<file path="config.mk">
export PLATFORM = sky130hd
export DESIGN_NAME = conv_frame_encoder
export DESIGN_NICKNAME = d
export VERILOG_FILES = /design/src/rtl/conv_frame_encoder.sv
export SDC_FILE = /design/constraint.sdc
export NUM_CORES = 1
export LEC_CHECK = 0
export CAP_MARGIN = 30
export CORE_ASPECT_RATIO = 1.2
export CORE_MARGIN = 2
export CORE_UTILIZATION = 28
export DETAILED_ROUTE_END_ITERATION = 6
export PLACE_DENSITY_LB_ADDON = 0.2
export RECOVER_POWER = 50
export SYNTH_ARGS = -nofsm -noshare
export SYNTH_HDL_FRONTEND = slang
export SYNTH_SLANG_ARGS = --single-unit
</file>
<file path="constraint.sdc">
create_clock -name clk -period 3.5 [get_ports clk]
set_input_delay 0.7 -clock clk [delete_from_list [all_inputs] [get_ports clk]]
set_output_delay 0.7 -clock clk [all_outputs]
set_load 0.01 [all_outputs]
</file>
<file path="src/rtl/conv_frame_encoder.sv">
// Collects a 4-byte frame, rate-1/2 convolutionally encodes its 32 bits (K=3),
// and hands the 8 resulting bytes to a byte-wide transmitter one at a time.
`timescale 1ns / 1ps
module conv_frame_encoder #(
  parameter logic [2:0] G0 = 3'b111,
  parameter logic [2:0] G1 = 3'b101
) (
  input  logic       clk,
  input  logic       rst_n,
  input  logic       rx_valid,
  input  logic [7:0] rx_data,
  input  logic       flush,
  input  logic       tx_busy,
  output logic       tx_start,
  output logic [7:0] tx_data,
  output logic       in_ready,
  output logic       frame_done,
  output logic       rx_dropped
);

  typedef enum logic [1:0] {StCollect, StEncode, StSendStart, StSendHold} state_e;

  state_e      state_q, state_d;
  logic [1:0]  k_q, k_d;
  logic [4:0]  bit_q, bit_d;
  logic [2:0]  j_q, j_d;
  logic        s1_q, s1_d, s0_q, s0_d;
  logic [31:0] frame_q, frame_d;
  logic [63:0] enc_q, enc_d;
  logic        seen_busy_q, seen_busy_d;
  logic        tx_start_q, tx_start_d;
  logic [7:0]  tx_data_q, tx_data_d;
  logic        frame_done_q, frame_done_d;
  logic        rx_dropped_q, rx_dropped_d;

  logic cur_bit, out0, out1;

  // Tap order within a generator: {current bit, x[n-1], x[n-2]}.
  assign cur_bit = frame_q[bit_q];
  assign out0    = ^(G0 & {cur_bit, s1_q, s0_q});
  assign out1    = ^(G1 & {cur_bit, s1_q, s0_q});

  always_comb begin
    state_d      = state_q;
    k_d          = k_q;
    bit_d        = bit_q;
    j_d          = j_q;
    s1_d         = s1_q;
    s0_d         = s0_q;
    frame_d      = frame_q;
    enc_d        = enc_q;
    seen_busy_d  = seen_busy_q;
    tx_start_d   = 1'b0;
    tx_data_d    = tx_data_q;
    frame_done_d = 1'b0;
    rx_dropped_d = rx_dropped_q;

    if (flush) begin
      state_d      = StCollect;
      k_d          = 2'd0;
      bit_d        = 5'd0;
      j_d          = 3'd0;
      s1_d         = 1'b0;
      s0_d         = 1'b0;
      seen_busy_d  = 1'b0;
      rx_dropped_d = 1'b0;
    end else begin
      if (rx_valid && (state_q != StCollect)) begin
        rx_dropped_d = 1'b1;
      end
      unique case (state_q)
        StCollect: begin
          if (rx_valid) begin
            frame_d[{k_q, 3'b000} +: 8] = rx_data;
            k_d = k_q + 2'd1;
            if (k_q == 2'd3) begin
              state_d = StEncode;
              k_d     = 2'd0;
              bit_d   = 5'd0;
              s1_d    = 1'b0;
              s0_d    = 1'b0;
            end
          end
        end
        StEncode: begin
          enc_d[{bit_q, 1'b0} +: 2] = {out1, out0};
          s0_d  = s1_q;
          s1_d  = cur_bit;
          bit_d = bit_q + 5'd1;
          if (bit_q == 5'd31) begin
            state_d = StSendStart;
            j_d     = 3'd0;
          end
        end
        StSendStart: begin
          if (!tx_busy) begin
            tx_start_d  = 1'b1;
            tx_data_d   = enc_q[{j_q, 3'b000} +: 8];
            seen_busy_d = 1'b0;
            state_d     = StSendHold;
          end
        end
        StSendHold: begin
          // The transmitter raises busy a little after tx_start; wait for the full busy window.
          if (!seen_busy_q) begin
            if (tx_busy) seen_busy_d = 1'b1;
          end else if (!tx_busy) begin
            if (j_q == 3'd7) begin
              frame_done_d = 1'b1;
              state_d      = StCollect;
              j_d          = 3'd0;
            end else begin
              j_d     = j_q + 3'd1;
              state_d = StSendStart;
            end
          end
        end
        default: state_d = StCollect;
      endcase
    end
  end

  always_ff @(posedge clk or negedge rst_n) begin
    if (!rst_n) begin
      state_q      <= StCollect;
      k_q          <= 2'd0;
      bit_q        <= 5'd0;
      j_q          <= 3'd0;
      s1_q         <= 1'b0;
      s0_q         <= 1'b0;
      frame_q      <= 32'd0;
      enc_q        <= 64'd0;
      seen_busy_q  <= 1'b0;
      tx_start_q   <= 1'b0;
      tx_data_q    <= 8'h00;
      frame_done_q <= 1'b0;
      rx_dropped_q <= 1'b0;
    end else begin
      state_q      <= state_d;
      k_q          <= k_d;
      bit_q        <= bit_d;
      j_q          <= j_d;
      s1_q         <= s1_d;
      s0_q         <= s0_d;
      frame_q      <= frame_d;
      enc_q        <= enc_d;
      seen_busy_q  <= seen_busy_d;
      tx_start_q   <= tx_start_d;
      tx_data_q    <= tx_data_d;
      frame_done_q <= frame_done_d;
      rx_dropped_q <= rx_dropped_d;
    end
  end

  assign tx_start   = tx_start_q;
  assign tx_data    = tx_data_q;
  assign in_ready   = (state_q == StCollect);
  assign frame_done = frame_done_q;
  assign rx_dropped = rx_dropped_q;

endmodule

</file>
==> impl_metrics.env <==
export IMPL_outcome="completed"
export IMPL_first_pass_iters=4
export IMPL_arrival_ns=3.17
export IMPL_worst_path_buf_inv=2
export IMPL_cap_viol_max_count=0
export IMPL_worstMarginPinSlew_ns=1.41
export IMPL_cts_clk_slew_worst_paths_ns=0.05
export IMPL_grt_pass1_vias=4628
export IMPL_dpl_cell_area_sq_mm=0.00670
export IMPL_rows=59
export IMPL_design_area_sq_mm=0.00727
export IMPL_gr_usage_met1=0.171
export IMPL_ant_nets=0
export IMPL_async_reset_ff_frac=1.00
export IMPL_cts_resized=0
export IMPL_ys_flop_type="dfrtp_1"
export IMPL_final_util=0.336
export IMPL_initial_utilization=0.284
export IMPL_netlist_instances=607
export IMPL_nFillCells=2187
export IMPL_track_usage=0.133
export IMPL_grt_busiest_layer="met2"
export IMPL_postSynthAreaPerCell_sq_um=10.1
export IMPL_die_area_sq_mm=0.0231
export IMPL_drive_above_1_share=0.129
export IMPL_place_congestion=0.745
export IMPL_leakage_nw=2.92
export IMPL_clockBufferDepth=2
export IMPL_endpoint_kind="flip-flop"
export IMPL_ys_seq_elements=122
export IMPL_cp_required_ns=3.82
export IMPL_cts_tree="built"
export IMPL_start_kind="flip-flop"
export IMPL_cts_setup_buffers=0
export IMPL_whs_ns=0.474
export IMPL_die_x_microns=139
export IMPL_clock_fmax_ghz=0.351
export IMPL_ir_drop_mv=0.293
export IMPL_antenna_found_initial=0
export IMPL_drt_iter0_drc=216
export IMPL_finalSetupViolCount=0
export IMPL_fin_skew_ns=0.00686
export IMPL_num_nets_final=657
export IMPL_wirelength_mm=14.6
export IMPL_detail_route_wl_per_cell_microns=15.9
export IMPL_cts_hold_buf=0
export IMPL_diodes=0
export IMPL_post_dp_hpwl_mm=10.3
export IMPL_hp_class="flip-flop to flip-flop"
export IMPL_vias_per_cell=4.82
export IMPL_yosys_warnings=0
export IMPL_period_needed_ns=2.85
export IMPL_io_pins=25
export IMPL_ctsHtreeMaxLevel=4
export IMPL_die_height_microns=166
export IMPL_yosysSeqAreaShare=0.497
export IMPL_cpPeakStageDelay_ns=0.58
export IMPL_critPathSlowestCell="nor4_4"
export IMPL_synth_edf_count=0
export IMPL_final_max_slew_viol_count=0
export IMPL_syn_area_sq_mm=0.00614
export IMPL_via_count=4419
export IMPL_gr_total_overflow=0
export IMPL_numCtsBuffers=17
export IMPL_grt_max_degree=57
export IMPL_slew_headroom=0.0597
export IMPL_port_buffers=24
export IMPL_syn_to_final_growth_pct=18.3
export IMPL_clock_latency_ns=0.41
export IMPL_power_density_mw_per_mm2=476
export IMPL_path_delay_family="simple AND/OR/NAND/NOR gates"
export IMPL_grt_pass1_wl_mm=24.3
export IMPL_final_common_cell="nand2_1"
export IMPL_cts_sinks=122
export IMPL_gr_usage_met2=0.224
export IMPL_clockRootBuffer="clkbuf_16"
export IMPL_worst_setup_path_type="flip-flop to flip-flop"
export IMPL_crit_chain="buf_12 > inv_1 > ha_1 > nor3b_4 > xnor2_1 > nor4_4 > nand3_1 > or2_2 > o21ai_0"
export IMPL_synthDistinctLibCells=52
export IMPL_use_met3=0.0260
export IMPL_finalCritPeriodShare=0.814
export IMPL_cp_max_fo=16
export IMPL_syn_nets=634
export IMPL_remaining_drc_errors=0
export IMPL_coreArea_sq_mm=0.0216
export IMPL_rsz0062_at_grt="no"
export IMPL_setup_tns_ns=0
export IMPL_hold_viol_final=0
export IMPL_final_cell_mix="148 x nand2_1, 122 x dfrtp_1, 83 x o21ai_0, 28 x nand3_1"
[kinds of logic (layout without fill, tap and decap cells)]
logic type | after synthesis | in the layout | synth area share
multiplexers | 36 | 36 | 0.103
AO/OA/AOI/OAI | 133 | 133 | 0.127
buffers and inverters | 43 | 79 | 0.0334
flip-flops | 122 | 122 | 0.497
XOR/XNOR | 8 | 8 | 0.0151
adder cells (fa/ha/maj) | 14 | 14 | 0.0285
AND/OR/NAND/NOR | 251 | 251 | 0.196
[sequential cells by signal (all words and copies together) (netlist names)]
signal,cells
rx_dropped,1
enc_q,64
state_q,2
k_q,2
tx_data,8
s0_q,1
seen_busy_q,1
tx_start,1
j_q,3
s1_q,1
bit_q,5
frame_done,1
frame_q,32
[final cells by class]
type / instances / area (sq um) / share of cell area
multi-input combinational: 442 / 2890 / 0.398
timing repair buffer: 40 / 363 / 0.0499
tap: 274 / 343 / 0.0472
sequential: 122 / 3050 / 0.420
clock inverter: 7 / 87.6 / 0.0121
inverter: 7 / 26.3 / 0.00362
clock buffer: 25 / 505 / 0.0696
[worst min-delay path, stage by stage (launching register included)]
cell and delay [ns]:
dfrtp_1 0.34, nand2_1 0.05, o31ai_1 0.05
[cells in the mapped netlist (3+ instances only)]
| cell type | instances | area (sq um) |
|---|---|---|
| a21oi_1 | 20 | 100 |
| a22o_1 | 3 | 26.3 |
| a22oi_1 | 3 | 22.5 |
| buf_1 | 3 | 11.3 |
| buf_2 | 7 | 35.0 |
| buf_4 | 3 | 22.5 |
| buf_6 | 3 | 33.8 |
| clkbuf_1 | 19 | 71.3 |
| dfrtp_1 | 122 | 3050 |
| ha_1 | 14 | 175 |
| inv_1 | 7 | 26.3 |
| mux2i_1 | 14 | 140 |
| mux4_2 | 22 | 495 |
| nand2_1 | 148 | 556 |
| nand2b_1 | 4 | 25.0 |
| nand3_1 | 28 | 140 |
| nand4_1 | 8 | 50.1 |
| nor2_1 | 22 | 82.6 |
| nor2b_1 | 3 | 18.8 |
| nor3_1 | 9 | 45.0 |
| nor3b_1 | 4 | 30.0 |
| o21ai_0 | 83 | 415 |
| o31ai_1 | 12 | 90.1 |
| o41ai_1 | 3 | 26.3 |
| or2_0 | 7 | 43.8 |
| xnor2_1 | 3 | 26.3 |
[per-layer routing]
metal	routed length [microns]	vias to the layer above
met5	0	-
met4	175	0
met2	7300	53
met1	6820	2165
met3	287	11
li1	-	2190
[path summary, 6_finish.rpt]
check / cells past startpoint / slack, ns / to / startpoint
worst max-delay path: 9 / 0.65 / enc_q[53]$_DFFE_PN0P_ / bit_q[0]$_DFFE_PN0P_
worst min-delay path: 2 / 0.47 / enc_q[50]$_DFFE_PN0P_ / enc_q[50]$_DFFE_PN0P_
worst max register to register: 9 / 0.65 / enc_q[53]$_DFFE_PN0P_ / bit_q[0]$_DFFE_PN0P_
worst min register to register: 2 / 0.47 / enc_q[50]$_DFFE_PN0P_ / enc_q[50]$_DFFE_PN0P_
max in group asynchronous: 2 / 0.90 / frame_q[2]$_DFFE_PN0P_ / rst_n
min in group asynchronous: 1 / 0.57 / tx_data[2]$_DFFE_PN0P_ / rst_n
[power by group]
| group | total, mW | internal, mW | switching, mW | leakage (nW) |
|---|---|---|---|---|
| clock | 1.75 | 1.14 | 0.609 | 0.293 |
| sequential | 1.47 | 1.45 | 0.0213 | 1.69 |
| combinational | 0.240 | 0.0836 | 0.157 | 0.932 |
[per-stage QoR]
step                total power, mW  instances  setup slack (ns)
global placement               1.73        883             0.601
finish                         3.46        917             0.653
CTS                            3.51        917             0.608
detailed placement             1.74        885             0.506
floorplan                      1.62        607              1.05
global route                   3.59        917             0.382
Note: power is estimated with default switching activity, not from simulation.
